===== config.mk =====
export PLATFORM = sky130hd
export DESIGN_NAME = heart_rate_calculator_flat
export DESIGN_NICKNAME = d
export VERILOG_FILES = /design/src/rtl/heart_rate_calculator_if.sv /design/src/rtl/heart_rate_calculator.sv /design/src/flat_wrapper.sv
export SDC_FILE = /design/constraint.sdc
export NUM_CORES = 1
export LEC_CHECK = 0
export BUFFER_PORTS_ARGS = -buffer_cell sky130_fd_sc_hd__buf_2
export CAP_MARGIN = 5
export CORE_MARGIN = 2
export CORE_UTILIZATION = 63
export DETAILED_ROUTE_END_ITERATION = 7
export HOLD_SLACK_MARGIN = 0.12
export PLACE_DENSITY = 0.8
export SETUP_SLACK_MARGIN = 0.15
export SLEW_MARGIN = 0
export SYNTH_ARGS = -nofsm -noshare
export SYNTH_HDL_FRONTEND = slang
export SYNTH_SLANG_ARGS = --single-unit

===== constraint.sdc =====
create_clock -name clk -period 5.5 [get_ports clk]
set_input_delay 1.375 -clock clk [delete_from_list [all_inputs] [get_ports clk]]
set_output_delay 1.375 -clock clk [all_outputs]
set_load 0.02 [all_outputs]

===== src/rtl/heart_rate_calculator_if.sv =====
// heart_rate_calculator_if: RR-interval input and BPM result bundle for heart_rate_calculator.
//  master: drives i_rr_interval/i_rr_valid, observes results.
//  slave : the calculator; consumes the RR stream, drives bpm, flags and status pulses.
//  HRV_EN: when defined, adds o_rr_delta/o_rr_delta_valid.
interface heart_rate_calculator_if;
    logic [15:0] i_rr_interval;
    logic        i_rr_valid;
    logic [7:0]  o_bpm;
    logic        o_bpm_valid;
    logic        o_brady;
    logic        o_tachy;
    logic        o_rr_reject;
    logic        o_overrun;
    logic        o_busy;
`ifdef HRV_EN
    logic [15:0] o_rr_delta;
    logic        o_rr_delta_valid;
`endif
    modport master (
        output i_rr_interval, i_rr_valid,
        input  o_bpm, o_bpm_valid, o_brady, o_tachy, o_rr_reject, o_overrun, o_busy
`ifdef HRV_EN
        , input o_rr_delta, o_rr_delta_valid
`endif
    );
    modport slave (
        input  i_rr_interval, i_rr_valid,
        output o_bpm, o_bpm_valid, o_brady, o_tachy, o_rr_reject, o_overrun, o_busy
`ifdef HRV_EN
        , output o_rr_delta, o_rr_delta_valid
`endif
    );
endinterface


===== src/rtl/heart_rate_calculator.sv =====
// heart_rate_calculator: range-checks Q4.11 RR intervals, keeps a moving-average window and
//  computes BPM = 60/RR with a 17-cycle restoring divider, flagging brady/tachycardia.
//  clk    : system clock
//  rst_n  : synchronous reset, active-low
//  bus    : heart_rate_calculator_if.slave
//           i_rr_interval/i_rr_valid in; o_bpm, o_bpm_valid, o_brady, o_tachy,
//           o_rr_reject, o_overrun, o_busy out
//  HRV_EN : when defined, adds o_rr_delta = |rr_new - previous accepted rr| with o_rr_delta_valid.
module heart_rate_calculator #(
    parameter int          AVG_DEPTH = 8,
    parameter logic [15:0] RR_MIN    = 16'h0200,
    parameter logic [15:0] RR_MAX    = 16'h1800,
    parameter int          BRADY_BPM = 60,
    parameter int          TACHY_BPM = 100
) (
    input logic                    clk,
    input logic                    rst_n,
    heart_rate_calculator_if.slave bus
);
    localparam int          LG       = $clog2(AVG_DEPTH);
    localparam int          SW       = 16 + LG;
    localparam logic [16:0] DIVIDEND = 17'd122880;
    localparam logic [LG:0] FULL     = (LG+1)'(AVG_DEPTH);
    localparam logic [7:0]  BRADY8   = 8'(BRADY_BPM);
    localparam logic [7:0]  TACHY8   = 8'(TACHY_BPM);

    typedef enum logic [1:0] {IDLE, ACCUM, DIVIDE, DONE} state_t;
    state_t r_state, w_next;

    logic [15:0]   r_buf [AVG_DEPTH];
    logic [SW-1:0] r_sum;
    logic [LG:0]   r_count;
    logic [LG-1:0] r_ptr;
    logic [15:0]   r_rr_new, r_divisor, r_rem;
    logic [16:0]   r_quo;
    logic [4:0]    r_cycle;
    logic [7:0]    r_bpm;
    logic          r_bpm_valid, r_brady, r_tachy, r_reject, r_overrun;

    logic [15:0] w_rr;
    logic        w_in_range, w_accept, w_ge;
    logic [16:0] w_trial;
    logic [15:0] w_rem_nxt;
    logic [7:0]  w_bpm_sat;

    assign w_rr       = bus.i_rr_interval;
    assign w_in_range = !w_rr[15] && w_rr >= RR_MIN && w_rr <= RR_MAX;
    assign w_accept   = r_state == IDLE && bus.i_rr_valid && w_in_range;
    // Restoring step: shift next dividend bit into the partial remainder, subtract if it fits.
    assign w_trial    = {r_rem, r_quo[16]};
    assign w_ge       = w_trial >= {1'b0, r_divisor};
    assign w_rem_nxt  = w_ge ? 16'(w_trial - {1'b0, r_divisor}) : w_trial[15:0];
    assign w_bpm_sat  = |r_quo[16:8] ? 8'hFF : r_quo[7:0];

    always_ff @(posedge clk)
        if (!rst_n) r_state <= IDLE;
        else        r_state <= w_next;

    always_comb begin
        w_next = r_state;
        case (r_state)
            IDLE:    w_next = w_accept ? ACCUM : IDLE;
            ACCUM:   w_next = DIVIDE;
            DIVIDE:  w_next = r_cycle == 5'd16 ? DONE : DIVIDE;
            default: w_next = IDLE;
        endcase
    end

    always_ff @(posedge clk) begin
        if (!rst_n) begin
            for (int i = 0; i < AVG_DEPTH; i++) r_buf[i] <= '0;
            r_sum       <= '0;
            r_count     <= '0;
            r_ptr       <= '0;
            r_rr_new    <= '0;
            r_divisor   <= '0;
            r_rem       <= '0;
            r_quo       <= '0;
            r_cycle     <= '0;
            r_bpm       <= '0;
            r_bpm_valid <= 1'b0;
            r_brady     <= 1'b0;
            r_tachy     <= 1'b0;
            r_reject    <= 1'b0;
            r_overrun   <= 1'b0;
        end else begin
            r_bpm_valid <= 1'b0;
            r_reject    <= r_state == IDLE && bus.i_rr_valid && !w_in_range;
            r_overrun   <= r_state != IDLE && bus.i_rr_valid;
            if (w_accept) begin
                // Buffer starts zeroed, so the evicted entry contributes 0 until the window fills.
                r_buf[r_ptr] <= w_rr;
                r_sum        <= r_sum + SW'(w_rr) - SW'(r_buf[r_ptr]);
                r_ptr        <= r_ptr + 1'b1;
                r_count      <= r_count == FULL ? FULL : r_count + 1'b1;
                r_rr_new     <= w_rr;
            end
            case (r_state)
                ACCUM: begin
                    r_divisor <= r_count == FULL ? r_sum[LG +: 16] : r_rr_new;
                    r_quo     <= DIVIDEND;
                    r_rem     <= '0;
                    r_cycle   <= '0;
                end
                DIVIDE: begin
                    r_rem   <= w_rem_nxt;
                    r_quo   <= {r_quo[15:0], w_ge};
                    r_cycle <= r_cycle + 1'b1;
                end
                DONE: begin
                    r_bpm       <= w_bpm_sat;
                    r_brady     <= w_bpm_sat < BRADY8;
                    r_tachy     <= w_bpm_sat > TACHY8;
                    r_bpm_valid <= 1'b1;
                end
                default: ;
            endcase
        end
    end

`ifdef HRV_EN
    logic [15:0] r_prev, r_delta_pend, r_rr_delta;
    logic        r_have_prev, r_delta_ok, r_rr_delta_valid;

    // Delta is captured at acceptance and published alongside the BPM result.
    always_ff @(posedge clk) begin
        if (!rst_n) begin
            r_prev           <= '0;
            r_delta_pend     <= '0;
            r_rr_delta       <= '0;
            r_have_prev      <= 1'b0;
            r_delta_ok       <= 1'b0;
            r_rr_delta_valid <= 1'b0;
        end else begin
            r_rr_delta_valid <= 1'b0;
            if (w_accept) begin
                r_delta_pend <= w_rr >= r_prev ? w_rr - r_prev : r_prev - w_rr;
                r_delta_ok   <= r_have_prev;
                r_prev       <= w_rr;
                r_have_prev  <= 1'b1;
            end
            if (r_state == DONE) begin
                r_rr_delta       <= r_delta_pend;
                r_rr_delta_valid <= r_delta_ok;
            end
        end
    end

    assign bus.o_rr_delta       = r_rr_delta;
    assign bus.o_rr_delta_valid = r_rr_delta_valid;
`endif

    assign bus.o_bpm       = r_bpm;
    assign bus.o_bpm_valid = r_bpm_valid;
    assign bus.o_brady     = r_brady;
    assign bus.o_tachy     = r_tachy;
    assign bus.o_rr_reject = r_reject;
    assign bus.o_overrun   = r_overrun;
    assign bus.o_busy      = r_state != IDLE;
endmodule


===== src/flat_wrapper.sv =====
// flat-port wrapper written by rule: the top's interface ports become plain ports
module heart_rate_calculator_flat 
#(
    parameter int          AVG_DEPTH = 8,
    parameter logic [15:0] RR_MIN    = 16'h0200,
    parameter logic [15:0] RR_MAX    = 16'h1800,
    parameter int          BRADY_BPM = 60,
    parameter int          TACHY_BPM = 100
)
  (clk, rst_n, bus_i_rr_interval, bus_i_rr_valid, bus_o_bpm, bus_o_bpm_valid, bus_o_brady, bus_o_tachy, bus_o_rr_reject, bus_o_overrun, bus_o_busy);
  heart_rate_calculator_if bus_i ();
  input logic clk;
  input logic rst_n;
  input wire logic [$bits(bus_i.i_rr_interval)-1:0] bus_i_rr_interval;
  input wire logic [$bits(bus_i.i_rr_valid)-1:0] bus_i_rr_valid;
  output wire logic [$bits(bus_i.o_bpm)-1:0] bus_o_bpm;
  output wire logic [$bits(bus_i.o_bpm_valid)-1:0] bus_o_bpm_valid;
  output wire logic [$bits(bus_i.o_brady)-1:0] bus_o_brady;
  output wire logic [$bits(bus_i.o_tachy)-1:0] bus_o_tachy;
  output wire logic [$bits(bus_i.o_rr_reject)-1:0] bus_o_rr_reject;
  output wire logic [$bits(bus_i.o_overrun)-1:0] bus_o_overrun;
  output wire logic [$bits(bus_i.o_busy)-1:0] bus_o_busy;
  assign bus_i.i_rr_interval = bus_i_rr_interval;
  assign bus_i.i_rr_valid = bus_i_rr_valid;
  assign bus_o_bpm = bus_i.o_bpm;
  assign bus_o_bpm_valid = bus_i.o_bpm_valid;
  assign bus_o_brady = bus_i.o_brady;
  assign bus_o_tachy = bus_i.o_tachy;
  assign bus_o_rr_reject = bus_i.o_rr_reject;
  assign bus_o_overrun = bus_i.o_overrun;
  assign bus_o_busy = bus_i.o_busy;
  heart_rate_calculator #(.AVG_DEPTH(AVG_DEPTH), .RR_MIN(RR_MIN), .RR_MAX(RR_MAX), .BRADY_BPM(BRADY_BPM), .TACHY_BPM(TACHY_BPM)) u_core (.clk(clk), .rst_n(rst_n), .bus(bus_i));
endmodule

* Word level (Yosys, flattened, before mapping)
Memories as Yosys holds them, arrays and structs flattened. A register that Yosys moved wholly into a read port is not among the register bits. Index checks and enable logic that the tools add are counted.
Storage, ports and cells: word-level logic and storage cells 65, register bits 111, bits of input ports 19, memories 1, bits in writable memories 128
Memories:
- u_core.r_buf | words 8, width 16, rd ports 1, clocked after memory_dff 1, wr ports 8, line heart_rate_calculator.sv:30 | logic [15:0] r_buf [AVG_DEPTH];
Cells by class: $lt $le $gt $ge 5, reduce and logical (&&, ||, !) cells 13, equality and inequality tests 5, add/subtract/negate cells 6, mux-type cells 20
Operators with widths (count):
- $mux 16 | 3
- $pmux 17 s2 | 1
- $pmux 16 s2 | 1
- $add 19x16->19 | 1
- $sub 19x16->19 | 1
- $ge 17x16->1 | 1
- $ge 16x10->1 const B | 1
- $le 16x13->1 const B | 1
- $reduce_or 16->1 | 1
- $sub 16x16->16 | 1
- $pmux 5 s2 | 1
- $mux 3 | 3
- $reduce_or 9->1 | 1
- $gt 8x7->1 const B | 1
- $lt 8x6->1 const B | 1
- $mux 1 | 8
- $mux 8 | 1
- $logic_and 1x1->1 | 6
- $pmux 2 s3 | 1
- $add 5x1->5 const B | 1
- $eq 5x5->1 const B | 1
- $add 4x1->4 const B | 1
- $eq 2x2->1 const B | 2
- $eq 4x4->1 const B | 1
- other kinds (6) | 8

* Depth between registers and ports, before layout
Gate-level depths: netlist of run 1.
depth after elaboration 9, gate-level depth with buffers 17, depth with buffers taken out 15

* Worst setup path after synthesis of run 1
Ideal clock, no wire load.
path kind input to register, start input bus_i_rr_interval[0], end memory u_core.r_buf[7][0] (enable), required time 5.089 ns, stages on the path 9, arrival time 3.905 ns, path slack 1.184 ns, path through nor4_1 > nand3_1 > a31oi_1 > and3_1 > buf_2 > nand2_1 > buf_2 > buf_1 > o21ai_0
RTL lines:
- from (decl) | line flat_wrapper.sv:14 | input wire logic [$bits(bus_i.i_rr_interval)-1:0] bus_i_rr_interval;
- to (decl) | line heart_rate_calculator.sv:30

==> results of run 1 <==
==> per-layer routing <==
layer / part of all wire [%] / vias up
met3: 6.7 / 47
met1: 43 / 4263
met5: 0 / -
li1: - / 4217
met4: 1.9 / 0
met2: 48 / 308
==> sequential cells by signal (all words and copies together), names as in the netlist, named ones only <==
signal                  count
u_core.bus.o_brady          1
u_core.bus.o_bpm_valid      1
u_core.r_ptr                3
u_core.r_divisor           16
u_core.r_state              2
u_core.bus.o_bpm            8
u_core.r_count              4
u_core.r_buf              128
u_core.r_cycle              5
u_core.bus.o_tachy          1
u_core.bus.o_rr_reject      1
u_core.r_quo               17
u_core.r_sum               19
u_core.r_rr_new            16
u_core.bus.o_overrun        1
u_core.r_rem               16
==> worst register-to-register path, stage by stage (launching register included) <==
cell      delay (ns)
dfxtp_2         0.86
mux4_2          0.62
mux2_2          0.31
ha_1            0.27
inv_1           0.05
ha_1            0.17
inv_1           0.06
fa_1            0.37
nand2b_1        0.20
a21oi_1         0.36
o211ai_1        0.23
a21oi_1         0.27
a211oi_2        0.12
xnor2_1         0.14
or3_1           0.31
a21boi_1        0.13
==> cells by family after synthesis <==
kind of cell | share of synthesized area, %
buffers and inverters | 5.49
AOI/OAI and AO/OA | 12.0
DFF | 49.6
and+or+nand+nor | 15.0
xor gates and xnor gates | 2.34
other | 0.0304
muxes | 8.35
adders and majority gates | 7.21
==> metrics by stage <==
step	total power [mW]	instances	hold slack, ns
floorplan	2.35	1177	0.437
detailed placement	2.46	1420	0.456
finish	3.98	1466	0.462
CTS	3.99	1466	0.464
global route	4.13	1466	0.487
global placement	2.45	1420	0.451
==> how the worst max path moves through the flow <==
stage	cells past startpoint	from	slack (ns)	endpoint
6_report	15	flop	0.93	u_core.r_sum[18]$_SDFFE_PN0P_
4_1_cts	15	flop	0.90	u_core.r_sum[18]$_SDFFE_PN0P_
2_1_floorplan	9	bus_i_rr_interval[0]	1.18	u_core.r_buf[7][0]$_SDFFCE_PN0P_
5_1_grt	15	flop	0.62	u_core.r_sum[18]$_SDFFE_PN0P_
3_5_place_dp	15	flop	0.95	u_core.r_sum[18]$_SDFFE_PN0P_
3_3_place_gp	14	flop	1.08	u_core.r_sum[18]$_SDFFE_PN0P_
==> final cells by class <==
class | instances | area share [%]
Sequential cell | 242 | 45.1
Multi-Input combinational cell | 759 | 41.7
Clock buffer | 34 | 5.01
Inverter | 100 | 2.76
Tap cell | 265 | 2.44
Timing Repair Buffer | 54 | 2.40
Clock inverter | 12 | 0.553
==> report_power, final <==
group | internal (mW) | switching, mW | leakage, nW | total, mW
registers | 1.95 | 0.0221 | 2.23 | 1.97
clock network | 0.873 | 0.683 | 0.373 | 1.56
logic | 0.184 | 0.269 | 2.62 | 0.452
total | 3.01 | 0.974 | 5.22 | 3.98
==> cell usage in the layout (no fill, tap or decap), types with 6 or more instances in the layout <==
master,n
inv_1,100
xnor2_1,21
mux2i_1,13
o211a_1,20
a31oi_1,8
fa_1,17
clkbuf_16,26
a21boi_0,36
nor2b_1,6
edfxtp_1,128
conb_1,24
xor2_1,12
dfxtp_1,113
nand2b_1,9
a21oi_1,30
buf_2,32
nand3_1,28
o211ai_1,20
o21ai_0,48
mux2_2,16
and3_1,6
buf_4,22
o21a_1,7
ha_1,44
clkinv_2,6
and2_1,41
nand4_1,11
nor3_1,41
nor2_1,30
o21ai_1,6
clkbuf_1,8
nand2_1,118
mux4_2,32
nor4_1,58
==> flow_metrics.py, run 1 <==
metrics = {
    "outcome": {
        "status": "complete, no violations",
    },
    "die": {
        "io_pins": 33,
        "die_w_um": 144,
        "die_h_um": 144,
        "num_rows": 51,
        "core_area_mm2": 0.0193,
        "initial_utilization_pct": 63.9,
        "dieArea_mm2": 0.0207,
    },
    "final_layout": {
        "drive_above_1_share_pct": 12.8,
        "nNetsFinal": 1263,
        "fill_cells": 1361,
        "seq_area_mm2": 0.00613,
        "post-route-util_pct": 70.2,
        "multi_input_area_mm2": 0.00566,
        "area_delta_synth_final_pct": 9.89,
        "n_antenna_cell": 0,
        "design_area_mm2": 0.0136,
    },
    "setup_path": {
        "critPathBufInv": 2,
        "reg2reg_setup_slack_ns": 0.93,
        "end_kind": "flop",
        "worstSetupPathType": "flop to flop",
        "r2r_end": "u_core.r_sum[18]$_SDFFE_PN0P_",
        "cp_cell_sequence": "mux4_2 -> mux2_2 -> ha_1 -> inv_1 -> ha_1 -> inv_1 -> fa_1 -> nand2b_1 -> a21oi_1 -> o211ai_1 -> a21oi_1 -> a211oi_2 -> xnor2_1 -> or3_1 -> a21boi_1",
        "slowest_stage": "dfxtp_2",
        "worstPathRequired_ns": 5.94,
        "critPathArrivalTime_ns": 5.01,
        "path_max_fanout": 22,
        "crit_path_start_kind": "flop",
        "ff2ff_path_depth": 15,
        "crit_family": "compound AO/OA/AOI/OAI gates",
        "max_stage_delay_ns": 0.86,
    },
    "power_and_ir_drop": {
        "powerDensity_mw_per_mm2": 293,
        "ir_worst_vdd_mv": 0.299,
        "power.leakage_nw": 5.22,
    },
    "global_routing": {
        "grt_util_met3_pct": 3.58,
        "grt.busiest_layer": "met2",
        "grt_usage_pct": 26.6,
        "grt_max_degree": 97,
        "grt.overflow.total": 0,
        "met2_usage_pct": 43.6,
        "grt_pass1_wl_um": 43400,
        "first_global_vias": 8640,
        "grt_antenna_before_repair": 0,
        "grt_use_met1_pct": 37.6,
    },
    "detailed_routing": {
        "vias_per_cell": 6.03,
        "wl_um": 26500,
        "drc": 0,
        "vias": 8835,
        "wl_per_cell_um": 18.1,
        "drt.antenna.violating_nets": 0,
        "drt_iter0_drc": 718,
        "firstDrtPassIters": 5,
    },
    "timing": {
        "rsz0062_at_grt": "false",
        "finalWorstSetupSlack_ns": 0.931,
        "tightest_slew_ns": 1.22,
        "hold_viol_final": 0,
        "finalSetupTns_ns": 0,
        "drv_slew": 0,
        "clock_skew_ns": 0.0259,
        "max-slew-margin-rel_pct": 18.5,
        "period_share_pct": 83.1,
        "setup_violations": 0,
        "min_period_ns": 4.57,
        "fmax_mhz": 219,
    },
    "yosys": {
        "ys_seq_elements": 242,
        "syn_inst": 1154,
        "ys_types": 64,
        "syn-cell-area_mm2": 0.0124,
        "ys_top_cells_by_count": "128 x edfxtp_1, 118 x nand2_1, 114 x dfxtp_1, 100 x inv_1, 61 x clkbuf_1",
        "synth_warnings": 0,
        "synth.most_common_cell": "edfxtp_1",
        "synth_edf_count": 128,
        "synth_ff_type": "edfxtp_1",
        "synthArstFlopShare_pct": 0,
        "yosysTopAreaCellShare_pct": 31.1,
        "yosysSeqAreaShare_pct": 49.6,
        "synthTopCellsByArea": "edfxtp_1 31%, dfxtp_1 18%, mux4_2 5.8%",
        "postSynthAreaPerCell_um2": 10.7,
        "synth_largest_area_cell": "edfxtp_1",
    },
    "placed_design": {
        "io_buffers": 32,
        "pre_cts_ws_ns": 0.954,
        "dp_hpwl_um": 17900,
        "gp_congestion": 0.874,
        "post_dp_cell_area_mm2": 0.0128,
    },
    "clock_tree": {
        "root_buffer": "clkbuf_16",
        "cts_hold_buf": 0,
        "htreeDepth": 1,
        "clk_latency_ns": 0.53,
        "cts_resized": 0,
        "clkTransAtPathRegs_ns": 0.06,
        "cts_buffer_depth": 3,
        "cts_tree": "done",
        "cts_buffers": 26,
        "cts_setup_buffers": 0,
        "cts_sinks": 242,
    },
    "worst_hold_path": {
        "hp-start": "u_core.r_sum[5]$_SDFFE_PN0P_",
        "holdPathEnd": "u_core.r_sum[5]$_SDFFE_PN0P_",
        "hp-class": "flop to flop",
        "hold_depth": 2,
    },
    "run": {
        "maxCapViolCount": 0,
    },
}
Power figures use the tool's default switching activity.
==> run 2: changes to the inputs <==
- clock period: 5.5 -> 4.64 ns (I/O delays scaled with it)
==> flow_metrics.py, run 2 (synthesis results as in run 1) <==
metrics = {
    "timing": {
        "setup_violations": 0,
        "period_share_pct": 92.3,
        "max-slew-margin-rel_pct": 21.4,
        "tightest_slew_ns": 1.17,
        "rsz0062_at_grt": "false",
        "drv_slew": 0,
        "finalSetupTns_ns": 0,
        "fmax_mhz": 233,
        "hold_viol_final": 0,
        "clock_skew_ns": 0.0339,
        "finalWorstSetupSlack_ns": 0.357,
        "min_period_ns": 4.28,
    },
    "placed_design": {
        "gp_congestion": 0.918,
        "pre_cts_ws_ns": 0.452,
        "io_buffers": 32,
        "dp_hpwl_um": 18100,
    },
    "setup_path": {
        "worstPathRequired_ns": 5.09,
        "critPathArrivalTime_ns": 4.74,
        "crit_path_start_kind": "flop",
        "end_kind": "flop",
        "endpoint": "u_core.r_sum[18]$_SDFFE_PN0P_",
        "path_max_fanout": 14,
        "worstSetupPathType": "flop to flop",
        "ff2ff_path_depth": 13,
        "reg2reg_setup_slack_ns": 0.36,
        "r2r_end": "u_core.r_sum[18]$_SDFFE_PN0P_",
    },
    "clock_tree": {
        "clk_latency_ns": 0.55,
        "cts_buffer_depth": 3,
        "cts_resized": 0,
        "cts_hold_buf": 0,
        "cts_buffers": 25,
        "cts_tree": "done",
        "cts_sinks": 242,
        "clkTransAtPathRegs_ns": 0.06,
        "root_buffer": "clkbuf_16",
        "cts_setup_buffers": 0,
        "htreeDepth": 1,
    },
    "power_and_ir_drop": {
        "powerDensity_mw_per_mm2": 357,
        "power.leakage_nw": 5.29,
        "ir_worst_vdd_mv": 0.342,
    },
    "detailed_routing": {
        "drt_iter0_drc": 837,
        "wl_per_cell_um": 18.2,
        "vias_per_cell": 6.00,
        "wl_um": 26800,
        "drc": 0,
        "vias": 8835,
        "drt.antenna.violating_nets": 0,
        "firstDrtPassIters": 5,
    },
    "die": {
        "initial_utilization_pct": 63.9,
        "dieArea_mm2": 0.0207,
        "io_pins": 33,
        "die_w_um": 144,
        "num_rows": 51,
        "die_h_um": 144,
        "core_area_mm2": 0.0193,
    },
    "global_routing": {
        "grt_usage_pct": 26.4,
        "grt_max_degree": 97,
        "grt_pass1_wl_um": 43100,
        "grt_antenna_before_repair": 0,
        "first_global_vias": 8450,
        "grt.overflow.total": 0,
    },
    "final_layout": {
        "drive_above_1_share_pct": 13.5,
        "nNetsFinal": 1268,
        "fill_cells": 1388,
        "layout_commonest_cell": "edfxtp_1",
        "area_delta_synth_final_pct": 11.0,
        "top_register": "u_core.r_buf",
        "seq_area_mm2": 0.00613,
        "layout_common_cells": "128 x edfxtp_1, 118 x nand2_1, 113 x dfxtp_1, 100 x inv_1, 58 x nor4_1",
        "n_antenna_cell": 0,
        "largest_reg_flops": 128,
        "multi_input_area_mm2": 0.00566,
        "top_regs": "u_core.r_buf: 128 flops, u_core.r_sum: 19 flops, u_core.r_quo: 17 flops",
        "post-route-util_pct": 70.9,
    },
    "outcome": {
        "status": "complete, no violations",
    },
    "worst_hold_path": {
        "hp-class": "flop to flop",
    },
    "run": {
        "maxCapViolCount": 0,
    },
}
## run 2: cell count changes in the layout (fill, tap and decap cells not counted)
cell | previous run | this run
buf_4 | 22 | 27
clkbuf_8 | 0 | 5
bufinv_16 | 0 | 2
clkbuf_1 | 8 | 6
clkinv_2 | 6 | 4
clkinv_4 | 2 | 0
buf_12 | 0 | 1
clkbuf_16 | 26 | 25
clkinv_1 | 3 | 2
clkinv_8 | 1 | 0
clkinvlp_4 | 0 | 1
inv_16 | 0 | 1
## run 2: how the worst min path moves through the flow
stage | startpoint | slack [ns] | to | depth (start not counted)
6_report | u_core.r_sum[5]$_SDFFE_PN0P_ | 0.46 | u_core.r_sum[5]$_SDFFE_PN0P_ | 2
5_1_grt | u_core.r_sum[0]$_SDFFE_PN0P_ | 0.49 | u_core.r_sum[0]$_SDFFE_PN0P_ | 2
4_1_cts | u_core.r_sum[5]$_SDFFE_PN0P_ | 0.47 | u_core.r_sum[5]$_SDFFE_PN0P_ | 2
3_5_place_dp | u_core.r_sum[5]$_SDFFE_PN0P_ | 0.46 | u_core.r_sum[5]$_SDFFE_PN0P_ | 2
3_3_place_gp | u_core.r_sum[12]$_SDFFE_PN0P_ | 0.45 | u_core.r_sum[12]$_SDFFE_PN0P_ | 2
2_1_floorplan | u_core.r_rem[15]$_SDFFE_PN0P_ | 0.44 | u_core.r_rem[15]$_SDFFE_PN0P_ | 2
## run 2: final cells by class
type                       count  share of cell area [%]
clock inverter                10                   0.840
multi-input combinational    759                    41.3
timing repair buffer          60                    2.79
clock buffer                  36                    5.23
tap                          265                    2.42
sequential                   242                    44.7
inverter                     100                    2.74
## run 2: stage by stage
stage	cells	hold WS, ns	instance area [um^2]	power [mW]
after global placement	1426	0.450	12900	2.90
after CTS	1472	0.466	13700	4.92
after detailed placement	1426	0.458	12900	2.91
final	1472	0.463	13700	4.90
after global routing	1472	0.487	13700	5.06
after floorplan	1177	0.437	12400	2.78
## run 2: layer usage
| layer | part of all wire (%) | track usage [%] | vias up | routed length, um |
|---|---|---|---|---|
| met3 | 7.0 | 3.38 | 49 | 1890 |
| met5 | 0 | 0 | - | 0 |
| met4 | 2.2 | 8.31 | 0 | 582 |
| met2 | 47 | 42.1 | 345 | 12500 |
| met1 | 44 | 38.2 | 4229 | 11800 |
| li1 | - | - | 4212 | - |
## run 2: worst max-delay path, stage by stage, from the launching register on
cell      delay, ns
dfxtp_1        0.75
buf_4          0.35
mux4_2         0.34
mux2_2         0.29
fa_1           0.48
inv_1          0.05
ha_1           0.24
a2111o_1       0.44
o211ai_1       0.32
a21oi_1        0.16
a211oi_2       0.23
xnor2_1        0.10
or3_1          0.31
a21boi_1       0.13
## run 2: power breakdown
part	total, mW	switching (mW)	internal [mW]
registers	2.33	0.0229	2.31
clock network	2.02	0.829	1.19
logic	0.544	0.324	0.220
total	4.90	1.18	3.72
